==> src/rtl/cipher_rr_scheduler_if.sv <==
// Request/response/cipher bundle for the round-robin cipher scheduler.
// The master side is the stream front ends plus cipher core; the slave side is the scheduler.
interface cipher_rr_scheduler_if #(
  parameter int N_CH = 2
) ();
  localparam int CHW = (N_CH > 2) ? $clog2(N_CH) : 1;

  logic [N_CH-1:0]   req_valid;
  logic [N_CH-1:0]   req_ready;
  logic [8*N_CH-1:0] req_char;
  logic [8*N_CH-1:0] req_key;
  logic              rsp_valid;
  logic              rsp_ready;
  logic [7:0]        rsp_char;
  logic [CHW-1:0]    rsp_ch;
  logic              rsp_err;
  logic              cph_din_valid;
  logic [7:0]        cph_key;
  logic [7:0]        cph_char;
  logic [7:0]        cph_dout;
  logic              cph_dout_ready;

  modport master (
    output req_valid, req_char, req_key, rsp_ready, cph_dout, cph_dout_ready,
    input  req_ready, rsp_valid, rsp_char, rsp_ch, rsp_err,
           cph_din_valid, cph_key, cph_char
  );

  modport slave (
    input  req_valid, req_char, req_key, rsp_ready, cph_dout, cph_dout_ready,
    output req_ready, rsp_valid, rsp_char, rsp_ch, rsp_err,
           cph_din_valid, cph_key, cph_char
  );
endinterface

==> src/rtl/cipher_rr_scheduler.sv <==
// Round-robin arbiter sharing one stream-cipher core between N_CH channels.
// Letters are sent through the cipher; other characters are echoed back directly.
module cipher_rr_scheduler #(
  parameter int N_CH        = 2,
  parameter int TIMEOUT_CYC = 4
) (
  input logic                  clk,
  input logic                  rst,
  cipher_rr_scheduler_if.slave bus_if
);
  localparam int CHW = (N_CH > 2) ? $clog2(N_CH) : 1;
  localparam int TW  = (TIMEOUT_CYC > 2) ? $clog2(TIMEOUT_CYC) : 1;

  typedef enum logic [1:0] {IDLE, ISSUE, WAIT, HOLD} state_e;

  state_e          state_q;
  logic [CHW-1:0]  ptr_q;
  logic [CHW-1:0]  ch_q;
  logic [TW-1:0]   timer_q;
  logic            rsp_valid_q;
  logic [7:0]      rsp_char_q;
  logic [CHW-1:0]  rsp_ch_q;
  logic            rsp_err_q;
  logic            cph_din_valid_q;
  logic [7:0]      cph_key_q;
  logic [7:0]      cph_char_q;

  logic            grant_found_s;
  logic [CHW-1:0]  grant_idx_s;
  logic [N_CH-1:0] req_ready_s;
  logic [7:0]      sel_char_s;
  logic [7:0]      sel_key_s;
  int              idx_v;

  function automatic logic is_letter(input logic [7:0] c);
    return ((c >= 8'h41) && (c <= 8'h5A)) || ((c >= 8'h61) && (c <= 8'h7A));
  endfunction

  // Grant search: scan downward so the channel closest to ptr_q wins last.
  always_comb begin
    grant_found_s = 1'b0;
    grant_idx_s   = '0;
    idx_v         = 0;
    for (int i = N_CH - 1; i >= 0; i--) begin
      idx_v = int'(ptr_q) + i;
      if (idx_v >= N_CH) begin
        idx_v = idx_v - N_CH;
      end else begin
        idx_v = idx_v;
      end
      if (bus_if.req_valid[CHW'(idx_v)]) begin
        grant_found_s = 1'b1;
        grant_idx_s   = CHW'(idx_v);
      end else begin
        grant_found_s = grant_found_s;
        grant_idx_s   = grant_idx_s;
      end
    end
  end

  // One-hot accept, gated by reset so nothing is accepted while rst is high.
  always_comb begin
    req_ready_s = '0;
    if ((state_q == IDLE) && grant_found_s && !rst) begin
      req_ready_s[grant_idx_s] = 1'b1;
    end else begin
      req_ready_s = '0;
    end
  end

  assign sel_char_s = bus_if.req_char[8*grant_idx_s +: 8];
  assign sel_key_s  = bus_if.req_key[8*grant_idx_s +: 8];

  // Main FSM; all response and cipher-side outputs are registered here.
  always_ff @(posedge clk or posedge rst) begin
    if (rst) begin
      state_q         <= IDLE;
      ptr_q           <= '0;
      ch_q            <= '0;
      timer_q         <= '0;
      rsp_valid_q     <= 1'b0;
      rsp_char_q      <= 8'h00;
      rsp_ch_q        <= '0;
      rsp_err_q       <= 1'b0;
      cph_din_valid_q <= 1'b0;
      cph_key_q       <= 8'h00;
      cph_char_q      <= 8'h00;
    end else begin
      case (state_q)
        IDLE: begin
          if (grant_found_s) begin
            ch_q <= grant_idx_s;
            if (is_letter(sel_char_s)) begin
              state_q         <= ISSUE;
              cph_din_valid_q <= 1'b1;
              cph_char_q      <= sel_char_s;
              cph_key_q       <= sel_key_s;
            end else begin
              state_q     <= HOLD;
              rsp_valid_q <= 1'b1;
              rsp_char_q  <= sel_char_s;
              rsp_ch_q    <= grant_idx_s;
              rsp_err_q   <= 1'b0;
            end
          end
        end
        ISSUE: begin
          cph_din_valid_q <= 1'b0;
          timer_q         <= '0;
          state_q         <= WAIT;
        end
        WAIT: begin
          if (bus_if.cph_dout_ready || (timer_q == TW'(TIMEOUT_CYC - 1))) begin
            state_q     <= HOLD;
            rsp_valid_q <= 1'b1;
            rsp_ch_q    <= ch_q;
            rsp_err_q   <= !bus_if.cph_dout_ready;
            rsp_char_q  <= bus_if.cph_dout_ready ? bus_if.cph_dout : cph_char_q;
            cph_char_q  <= 8'h00;
            cph_key_q   <= 8'h00;
          end else begin
            timer_q <= timer_q + TW'(1);
          end
        end
        HOLD: begin
          if (bus_if.rsp_ready) begin
            state_q     <= IDLE;
            ptr_q       <= (ch_q == CHW'(N_CH - 1)) ? '0 : ch_q + CHW'(1);
            rsp_valid_q <= 1'b0;
            rsp_char_q  <= 8'h00;
            rsp_ch_q    <= '0;
            rsp_err_q   <= 1'b0;
          end
        end
        default: begin
          state_q <= IDLE;
        end
      endcase
    end
  end

  assign bus_if.req_ready     = req_ready_s;
  assign bus_if.rsp_valid     = rsp_valid_q;
  assign bus_if.rsp_char      = rsp_char_q;
  assign bus_if.rsp_ch        = rsp_ch_q;
  assign bus_if.rsp_err       = rsp_err_q;
  assign bus_if.cph_din_valid = cph_din_valid_q;
  assign bus_if.cph_key       = cph_key_q;
  assign bus_if.cph_char      = cph_char_q;
endmodule

==> src/flat_wrapper.sv <==
// flat-port wrapper written by rule: the top's interface ports become plain ports
module cipher_rr_scheduler_flat 
#(
  parameter int N_CH        = 2,
  parameter int TIMEOUT_CYC = 4
)
  (clk, rst, bus_if_req_valid, bus_if_req_char, bus_if_req_key, bus_if_rsp_ready, bus_if_cph_dout, bus_if_cph_dout_ready, bus_if_req_ready, bus_if_rsp_valid, bus_if_rsp_char, bus_if_rsp_ch, bus_if_rsp_err, bus_if_cph_din_valid, bus_if_cph_key, bus_if_cph_char);
  cipher_rr_scheduler_if #(.N_CH(N_CH)) bus_if_i ();
  input logic clk;
  input logic rst;
  input wire logic [$bits(bus_if_i.req_valid)-1:0] bus_if_req_valid;
  input wire logic [$bits(bus_if_i.req_char)-1:0] bus_if_req_char;
  input wire logic [$bits(bus_if_i.req_key)-1:0] bus_if_req_key;
  input wire logic [$bits(bus_if_i.rsp_ready)-1:0] bus_if_rsp_ready;
  input wire logic [$bits(bus_if_i.cph_dout)-1:0] bus_if_cph_dout;
  input wire logic [$bits(bus_if_i.cph_dout_ready)-1:0] bus_if_cph_dout_ready;
  output wire logic [$bits(bus_if_i.req_ready)-1:0] bus_if_req_ready;
  output wire logic [$bits(bus_if_i.rsp_valid)-1:0] bus_if_rsp_valid;
  output wire logic [$bits(bus_if_i.rsp_char)-1:0] bus_if_rsp_char;
  output wire logic [$bits(bus_if_i.rsp_ch)-1:0] bus_if_rsp_ch;
  output wire logic [$bits(bus_if_i.rsp_err)-1:0] bus_if_rsp_err;
  output wire logic [$bits(bus_if_i.cph_din_valid)-1:0] bus_if_cph_din_valid;
  output wire logic [$bits(bus_if_i.cph_key)-1:0] bus_if_cph_key;
  output wire logic [$bits(bus_if_i.cph_char)-1:0] bus_if_cph_char;
  assign bus_if_i.req_valid = bus_if_req_valid;
  assign bus_if_i.req_char = bus_if_req_char;
  assign bus_if_i.req_key = bus_if_req_key;
  assign bus_if_i.rsp_ready = bus_if_rsp_ready;
  assign bus_if_i.cph_dout = bus_if_cph_dout;
  assign bus_if_i.cph_dout_ready = bus_if_cph_dout_ready;
  assign bus_if_req_ready = bus_if_i.req_ready;
  assign bus_if_rsp_valid = bus_if_i.rsp_valid;
  assign bus_if_rsp_char = bus_if_i.rsp_char;
  assign bus_if_rsp_ch = bus_if_i.rsp_ch;
  assign bus_if_rsp_err = bus_if_i.rsp_err;
  assign bus_if_cph_din_valid = bus_if_i.cph_din_valid;
  assign bus_if_cph_key = bus_if_i.cph_key;
  assign bus_if_cph_char = bus_if_i.cph_char;
  cipher_rr_scheduler #(.N_CH(N_CH), .TIMEOUT_CYC(TIMEOUT_CYC)) u_core (.clk(clk), .rst(rst), .bus_if(bus_if_i));
endmodule
==> config.mk <==
export PLATFORM = sky130hd
export DESIGN_NAME = cipher_rr_scheduler_flat
export DESIGN_NICKNAME = d
export VERILOG_FILES = /design/src/rtl/cipher_rr_scheduler_if.sv /design/src/rtl/cipher_rr_scheduler.sv /design/src/flat_wrapper.sv
export SDC_FILE = /design/constraint.sdc
export NUM_CORES = 1
export LEC_CHECK = 0
export CORE_ASPECT_RATIO = 1.75
export CORE_MARGIN = 4
export CORE_UTILIZATION = 47
export DETAILED_ROUTE_END_ITERATION = 10
export GPL_ROUTABILITY_DRIVEN = 0
export PLACE_DENSITY = 0.85
export SLEW_MARGIN = 0
export SYNTH_ARGS = -nofsm -noshare
export SYNTH_HDL_FRONTEND = slang
export SYNTH_SLANG_ARGS = --single-unit
==> constraint.sdc <==
create_clock -name clk -period 3.5 [get_ports clk]
set_input_delay 0.7 -clock clk [delete_from_list [all_inputs] [get_ports clk]]
set_output_delay 0.7 -clock clk [all_outputs]
set_load 0.05 [all_outputs]
==> run_results.csv, run 1 <==
group,metric,value,unit
logic_synthesis,synthDistinctLibCells,41,
finish,final_core_util,0.731,
die,die_w,56.7,um
power,irDropWorstVdd,686,uV
finish,fill_cells,286,
finish,stdcell_area,0.00288,mm^2
drt,routedWlPerCell,17.5,um
die,num_rows,30,
logic_synthesis,synthesis.nets,242,
timing,setup_viol,0,
logic_synthesis,synth.yosys.seq_area_share,0.437,
finish,layout.area.seq,851,um^2
logic_synthesis,netlist.area_leader.share,0.437,
timing,setup_tns,0,ns
finish,antenna_cells,0,
clock_network,h-tree-depth,2,
timing,min_period_over_period,0.835,
die,pin_count,76,
drt,drc,0,
finish,syn_to_final_growth,48.0,%
logic_synthesis,synth_edf_count,0,
timing,slew_viol_final,0,
die,start_util,0.494,
clock_network,clockBufferDepth,2,
clock_network,cts_tree,"yes",
grt,grt_max_degree,35,
logic_synthesis,netlist_top_cells_area,"dfrtp_1 44%, mux2_2 10%, mux2i_1 8.2%",
logic_synthesis,synthesis.area,0.00195,mm^2
drt,ant_nets,0,
critical_path,r2r_setup_slack,0.94,ns
clock_network,cts.root.buffer_cell,"clkbuf_8",
grt,antenna_found_initial,0,
critical_path,regToRegStartpoint,"u_core.ptr_q",
drt,wl,5.63,mm
timing,timing_hold_violations_final,0,
logic_synthesis,synth_ff_type,"dfrtp_1",
job,drv_cap,0,
critical_path,crit_path_start_kind,"input port",
timing,finalCriticalPeriod,2.92,ns
drt,first_pass_iters,4,
logic_synthesis,synth-async-reset-ratio,1.00,
critical_path,worstPathArrival,3.10,ns
grt,grt_pass1_vias,1899,
die,core_area,0.00394,mm^2
clock_network,clock-sinks,34,
hold_path,hold_class,"reg -> reg",
grt,grt_overflow,0,
clock_network,clock_latency,0.29,ns
drt,drtIter0Drc,47,
critical_path,required,3.67,ns
clock_network,cts_setup_buffers,0,
critical_path,ff2ff_path_depth,6,
logic_synthesis,yosysMostFrequentCell,"dfrtp_1",
placement,dp_hpwl,4.23,mm
timing,fmax,342,MHz
timing,worst_slew_pin_slew,0.600,ns
clock_network,cts_made_buffers,5,
clock_network,holdBufCountCts,0,
timing,rsz0062_at_grt,"no",
status,outcome,"complete, no violations",
clock_network,clk_pin_slew,0.07,ns
timing,timing.slew.headroom,0.599,
logic_synthesis,ys_ff_latch,34,
critical_path,cp_max_fo,12,
finish,nNetsFinal,324,
placement,place_area,0.00279,mm^2
die,dieArea,0.00528,mm^2
critical_path,setup.worst_path.end_class,"flip-flop",
timing,finClkSkew,0.00395,ns
grt,grt_usage,0.216,
critical_path,startpoint,"bus_if_req_valid[0]",
logic_synthesis,synth_area_per_cell,10.2,um^2
power,leakage,1.28,nW
drt,num_vias,1797,
clock_network,postCtsResizedCells,0,
logic_synthesis,synth_common_cells,"34 x dfrtp_1, 30 x nand2_1, 18 x mux2_2",
die,fp.dieH,93.2,um
power,power_density,909,mW/mm^2
drt,vias_per_cell,5.58,
critical_path,worstSetupPathType,"in -> reg",
placement,io_buffers,74,
critical_path,timing.rr.end,"u_core.bus_if.rsp_char[0]",
logic_synthesis,ys_warn_count,0,
logic_synthesis,netlist_instances,191,
logic_synthesis,synth_top_cell_by_area,"dfrtp_1",
finish,drive_above_1_share,0.168,
finish,multiInputGateArea,0.00102,mm^2
critical_path,crit_path_end,"u_core.bus_if.rsp_char[0]",
grt,grt_pass1_wl,8.77,mm
## worst min-delay path by stage
stage / start / endpoint / slack [ns] / cells past startpoint
final: u_core.ch_q / u_core.ptr_q / 0.49 / 1
after global routing: u_core.ch_q / u_core.ptr_q / 0.51 / 1
after CTS: u_core.ch_q / u_core.ptr_q / 0.49 / 1
after detailed placement: u_core.ch_q / u_core.ptr_q / 0.48 / 1
after global placement: u_core.ch_q / u_core.ptr_q / 0.47 / 1
after floorplan: u_core.ch_q / u_core.ptr_q / 0.44 / 1
## worst max-delay path, cell delays in order
cell and delay, ns:
clkdlybuf4s50_1 0.47, nand2_4 0.21, mux2i_1 0.42, a41oi_2 0.33
a311oi_4 0.37, buf_4 0.23, mux2_2 0.35
## sequential cells by signal (all words and copies together) (netlist names)
signal	count
u_core.bus_if.cph_char	8
u_core.bus_if.cph_key	8
u_core.bus_if.rsp_char	8
u_core.state_q	2
u_core.timer_q	2
u_core.bus_if.cph_din_valid	1
u_core.bus_if.rsp_ch	1
u_core.bus_if.rsp_err	1
u_core.bus_if.rsp_valid	1
u_core.ch_q	1
u_core.ptr_q	1
## area by class of cell
cell class | instances | share of cell area
well taps | 48 | 0.0208
clock inverters | 1 | 0.00174
repair buffers | 86 | 0.291
flip-flops and latches | 34 | 0.295
clock buffers | 7 | 0.0299
multi-input cells | 139 | 0.352
inverters | 7 | 0.00911
## metal layers
metal	routed length [um]	global-route usage	up-vias
met2	3110	0.397	59
met3	297	0.0456	8
met5	0	0	-
met1	2120	0.226	877
met4	104	0.109	0
li1	-	-	853
## stage by stage
| stage | instances | setup WS (ns) | hold WS (ns) | power [W] |
|---|---|---|---|---|
| after floorplan | 191 | 0.429 | 0.444 | 0.00177 |
| after global routing | 322 | 0.477 | 0.513 | 0.00276 |
| after detailed placement | 314 | 0.310 | 0.477 | 0.00233 |
| after CTS | 322 | 0.596 | 0.486 | 0.00264 |
| final | 322 | 0.578 | 0.487 | 0.00262 |
| after global placement | 314 | 0.369 | 0.471 | 0.00228 |
## cells in the final DEF (no fill, tap or decap), drive strengths merged, types with 3 or more instances in the layout
cell,count
clkbuf,7
nor2,8
dfrtp,34
buf,14
mux2,18
ha,5
inv,7
o22ai,15
nand2,31
nand3,3
mux2i,17
o21ai,12
clkdlybuf4s50,72
## power breakdown
part           total (W)  internal (W)  switching [W]  leakage (nW)
registers       0.000677      0.000556       0.000120         0.439
logic            0.00165      0.000661       0.000985         0.793
clock network   0.000299      0.000159       0.000140        0.0482
total            0.00262       0.00138        0.00125          1.28
## cells by family (layout without fill, tap and decap cells)
logic type               after synthesis  after routing  synth area share
buffers and inverters                 18            101            0.0417
AND/OR/NAND/NOR                       56             56             0.139
flip-flops                            34             34             0.437
AO/OA/AOI/OAI                         42             42             0.153
XOR/XNOR                               1              1           0.00450
adder cells (fa/ha/maj)                5              5            0.0321
multiplexers                          35             35             0.193
Note: power is estimated with default switching activity, not from simulation.
==> run 2: changes to the inputs <==
CORE_UTILIZATION = 44   (was 47)
PLACE_DENSITY = 0.81   (was 0.85)
clock period = 2.7 ns   (was 3.5 ns; I/O delays follow)
==> run_results.csv, run 2 (synthesized netlist as in run 1, its figures left out) <==
group,metric,value,unit
finish,syn_to_final_growth,54.7,%
power,leakage,1.34,nW
drt,num_vias,1861,
critical_path,cp_max_fo,8,
timing,setup_viol,0,
finish,nNetsFinal,335,
clock_network,cts.root.buffer_cell,"clkbuf_8",
timing,finalCriticalPeriod,2.57,ns
finish,antenna_cells,0,
clock_network,holdBufCountCts,0,
die,dieArea,0.00560,mm^2
timing,timing_hold_violations_final,0,
clock_network,clk_pin_slew,0.07,ns
drt,wl,5.68,mm
critical_path,setup.worst_path.end_class,"flip-flop",
clock_network,cts_tree,"yes",
critical_path,worstSetupPathType,"in -> reg",
die,fp.dieH,96.0,um
timing,slew_viol_final,0,
power,power_density,1190,mW/mm^2
clock_network,h-tree-depth,2,
timing,timing.slew.headroom,0.649,
critical_path,crit_path_start_kind,"input port",
grt,grt_pass1_vias,1963,
drt,drtIter0Drc,55,
grt,antenna_found_initial,0,
grt,grt_overflow,0,
drt,ant_nets,0,
die,core_area,0.00423,mm^2
power,swShare,0.456,
timing,fmax,388,MHz
timing,setup_slack,0.126,ns
placement,dp.cells,326,
power,pwr-share-comb,0.629,
grt,grt_pass1_wl,9.22,mm
status,outcome,"complete, no violations",
drt,drc,0,
power,p_int,0.00195,W
clock_network,clock-sinks,34,
die,start_util,0.461,
power,clkPwrFrac,0.127,
grt,grt_max_degree,35,
die,num_rows,31,
power,power,0.00357,W
timing,min_period_over_period,0.953,
timing,rsz0062_at_grt,"no",
finish,instances_no_fill,334,
critical_path,required,2.87,ns
critical_path,worstPathArrival,2.74,ns
power,power_switching,0.00163,W
placement,io_buffers,74,
clock_network,clockBufferDepth,2,
timing,fin_hold_ws,0.479,ns
timing,worst_slew_pin_slew,0.525,ns
hold_path,hold_class,"reg -> reg",
power,irDropWorstVdd,833,uV
timing,finClkSkew,0.00188,ns
job,drv_cap,0,
placement,dp_hpwl,4.24,mm
finish,layout_commonest_cell,"clkdlybuf4s50_1",
placement,dp_slack,-0.198,ns
drt,vias_per_cell,5.57,
finish,drive_above_1_share,0.204,
power,pwr-share-seq,0.244,
finish,mostFrequentLayoutCells,"72 x clkdlybuf4s50_1, 34 x dfrtp_1, 30 x nand2_1, 22 x buf_4, 18 x mux2_2",
die,die_w,58.3,um
clock_network,clock_latency,0.28,ns
grt,grt_usage,0.219,
drt,first_pass_iters,4,
drt,routedWlPerCell,17.0,um
clock_network,cts_made_buffers,5,
die,pin_count,76,
## run 2: cell type report
class	count	area (um^2)
Fill cell	334	1210
Multi-Input combinational cell	139	1020
Clock buffer	7	76.3
Inverter	7	26.3
Sequential cell	34	851
Tap cell	49	61.3
Timing Repair Buffer	97	946
Clock inverter	1	30.0
## run 2: final timing paths
kind                       slack (ns)  depth (start not counted)                start                   endpoint
max                              0.13                          8  bus_if_req_valid[0]  u_core.bus_if.rsp_char[5]
min                              0.48                          1          u_core.ch_q               u_core.ptr_q
max reg2reg                      0.36                          6         u_core.ptr_q  u_core.bus_if.rsp_char[5]
min reg2reg                      0.48                          1          u_core.ch_q               u_core.ptr_q
max in group asynchronous        1.66                          3                  rst  u_core.bus_if.cph_char[1]
min in group asynchronous        0.73                          3                  rst                u_core.ch_q
## run 2: metal layers
layer,GRT usage,up-vias,wire length (um)
met3,0.0483,13,329
met1,0.231,892,2070
met4,0.0890,0,121
li1,-,877,-
met5,0,-,0
met2,0.406,79,3160
## run 2: per-stage QoR
stage          TNS [ns]   util  area, um^2
5_1_grt               0  0.713        3010
2_1_floorplan         0      -        1950
3_3_place_gp      -2.60  0.687        2910
3_5_place_dp      -3.54  0.687        2910
6_report              0  0.713        3010
4_1_cts               0  0.712        3010
## run 2: what timing repair did
item,4_1_cts,5_1_grt
setup buffers,0,0
resized for setup,0,1
endpoints found under the setup margin,0,14
## run 2: worst max-delay path, cell delays in order
cell             delay [ns]
clkdlybuf4s50_1        0.47
buf_4                  0.19
a211o_1                0.30
o31ai_1                0.09
a41oi_2                0.25
a311oi_4               0.38
buf_12                 0.17
mux2_2                 0.33
## run 2: power by group through the flow
stage	logic [W]	clock network [W]	registers [W]
final	0.00225	0.000454	0.000873
after detailed placement	0.00225	0	0.000878
after global placement	0.00221	0	0.000871
after floorplan	0.000879	0	0.00142
after CTS	0.00226	0.000462	0.000871
after global routing	0.00239	0.000483	0.000899
==> run 3: changes to the inputs <==
CELL_PAD_IN_SITES_DETAIL_PLACEMENT = 0   (was unset)
CELL_PAD_IN_SITES_GLOBAL_PLACEMENT = 1   (was unset)
CORE_UTILIZATION = 29   (was 44)
PLACE_DENSITY = unset   (was 0.81)
PLACE_DENSITY_LB_ADDON = 0.1   (was unset)
clock period = 2.2 ns   (was 2.7 ns; I/O delays follow)
==> run_results.csv, run 3 (synthesized netlist as in run 1, its figures left out) <==
group,metric,value,unit
clock_network,clock_latency,0.28,ns
timing,rsz0062_at_grt,"yes",
die,die_w,70.0,um
timing,fmax,453,MHz
die,start_util,0.298,
clock_network,holdBufCountCts,0,
timing,slew_viol_final,0,
clock_network,clk_pin_slew,0.06,ns
clock_network,clockBufferDepth,2,
finish,layout_commonest_cell,"clkdlybuf4s50_1",
drt,num_vias,1876,
critical_path,crit_path_start_kind,"input port",
drt,vias_per_cell,4.91,
critical_path,path_buf_inv,2,
power,pwr-share-seq,0.222,
die,fp.dieH,116,um
timing,finalCriticalPeriod,2.21,ns
power,clkPwrFrac,0.151,
status,outcome,"finished, violations left",
critical_path,path_delay_family,"compound AO/OA/AOI/OAI gates",
critical_path,worstSetupPathType,"in -> reg",
power,power_switching,0.00210,W
critical_path,path_cells,"clkdlybuf4s50_1, mux2i_2, a311o_2, a311oi_4, clkbuf_16, mux2_2",
grt,grt_usage,0.159,
finish,mostFrequentLayoutCells,"63 x clkdlybuf4s50_1, 34 x buf_4, 33 x dfrtp_1, 29 x nand2_1, 18 x mux2_2",
drt,drtIter0Drc,66,
placement,dp_hpwl,4.58,mm
power,swShare,0.439,
status,violations,"setup timing",
clock_network,cts_made_buffers,5,
drt,wl,6.24,mm
grt,grt_pass1_wl,10.1,mm
finish,antenna_cells,0,
timing,setup_viol,4,
die,num_rows,39,
grt,grt_pass1_vias,1996,
finish,nNetsFinal,350,
finish,syn_to_final_growth,68.6,%
grt,antenna_found_initial,0,
finish,drive_above_1_share,0.270,
power,leakage,1.52,nW
timing,timing_hold_violations_final,0,
critical_path,setup.worst_path.end_class,"flip-flop",
timing,setup_slack,-0.00640,ns
critical_path,worstPathArrival,2.37,ns
job,drv_cap,0,
drt,drc,0,
drt,first_pass_iters,5,
power,power_density,1450,mW/mm^2
power,pwr-share-comb,0.627,
clock_network,cts_tree,"yes",
critical_path,slowest_stage,"clkdlybuf4s50_1",
placement,io_buffers,74,
die,core_area,0.00654,mm^2
timing,finClkSkew,0.00681,ns
finish,final_core_util,0.502,
timing,min_period_over_period,1.00,
die,dieArea,0.00814,mm^2
critical_path,required,2.36,ns
hold_path,hold_class,"reg -> reg",
drt,routedWlPerCell,16.3,um
clock_network,cts.root.buffer_cell,"clkbuf_16",
grt,grt_overflow,0,
drt,ant_nets,0,
grt,grt_max_degree,35,
critical_path,cp_max_fo,5,
placement,dp_slack,-0.521,ns
clock_network,clock-sinks,34,
timing,worst_slew_pin_slew,0.524,ns
critical_path,slowest_delay,0.47,ns
clock_network,h-tree-depth,2,
power,irDropWorstVdd,602,uV
die,pin_count,76,
power,p_int,0.00268,W
timing,timing.slew.headroom,0.650,
## run 3: cell count changes in the layout (fill, tap and decap cells not counted), moves of 2 or more
cell | previous run | this run
dlymetal6s2s_1 | 0 | 8
buf_12 | 3 | 5
clkbuf_1 | 2 | 0
mux2i_1 | 16 | 14
clkbuf_8 | 5 | 1
mux2i_2 | 1 | 3
clkdlybuf4s50_1 | 72 | 63
buf_4 | 22 | 34
clkbuf_16 | 0 | 6
## run 3: routing by layer
metal,wire [um],up-vias,part of all wire,GRT usage
li1,-,908,-,-
met1,2550,905,0.41,0.179
met2,3240,54,0.52,0.292
met3,343,9,0.055,0.0370
met4,102,0,0.016,0.0575
met5,0,-,0,0
## run 3: power by group through the flow
stage / Sequential [W] / Combinational (W) / Clock [W]
after CTS: 0.00106 / 0.00291 / 0.000736
after global placement: 0.00107 / 0.00287 / 0
after global routing: 0.00110 / 0.00321 / 0.000763
final: 0.00106 / 0.00300 / 0.000721
after floorplan: 0.00174 / 0.00108 / 0
after detailed placement: 0.00107 / 0.00287 / 0
## run 3: repair_timing
action	4_1_cts	5_1_grt
cloned	0	1
setup buffers	4	3
pin swaps	3	2
setup endpoints to repair	24	25
resized for setup	4	13
## run 3: final cells by class
type | instances | area [um^2]
multi-input combinational | 139 | 1040
timing repair buffer | 112 | 1120
sequential | 34 | 852
tap | 82 | 103
clock inverter | 2 | 12.5
clock buffer | 6 | 139
inverter | 7 | 26.3
fill | 650 | 3250
## run 3: path summary, 6_finish.rpt
kind / slack [ns] / cells after the start / from / end
max in group asynchronous: 1.20 / 3 / rst / u_core.ptr_q
hold reg to reg: 0.48 / 1 / u_core.ch_q / u_core.ptr_q
hold / removal: 0.48 / 1 / u_core.ch_q / u_core.ptr_q
setup reg to reg: 0 / 6 / u_core.ptr_q / u_core.bus_if.rsp_char[0]
setup / recovery: -0.006 / 6 / bus_if_req_char[10] / u_core.bus_if.rsp_char[0]
min in group asynchronous: 0.67 / 3 / rst / u_core.bus_if.cph_key[2]
## run 3: stage by stage
stage / hold slack, ns / TNS [ns] / total power, W / instances / area (um^2)
after floorplan: 0.444 / -0.0518 / 0.00282 / 191 / 1950
after global placement: 0.478 / -9.41 / 0.00394 / 366 / 3020
after detailed placement: 0.483 / -10.54 / 0.00394 / 366 / 3020
after CTS: 0.488 / 0 / 0.00470 / 378 / 3210
after global routing: 0.515 / -0.190 / 0.00507 / 382 / 3280
final: 0.480 / -0.00801 / 0.00478 / 382 / 3280
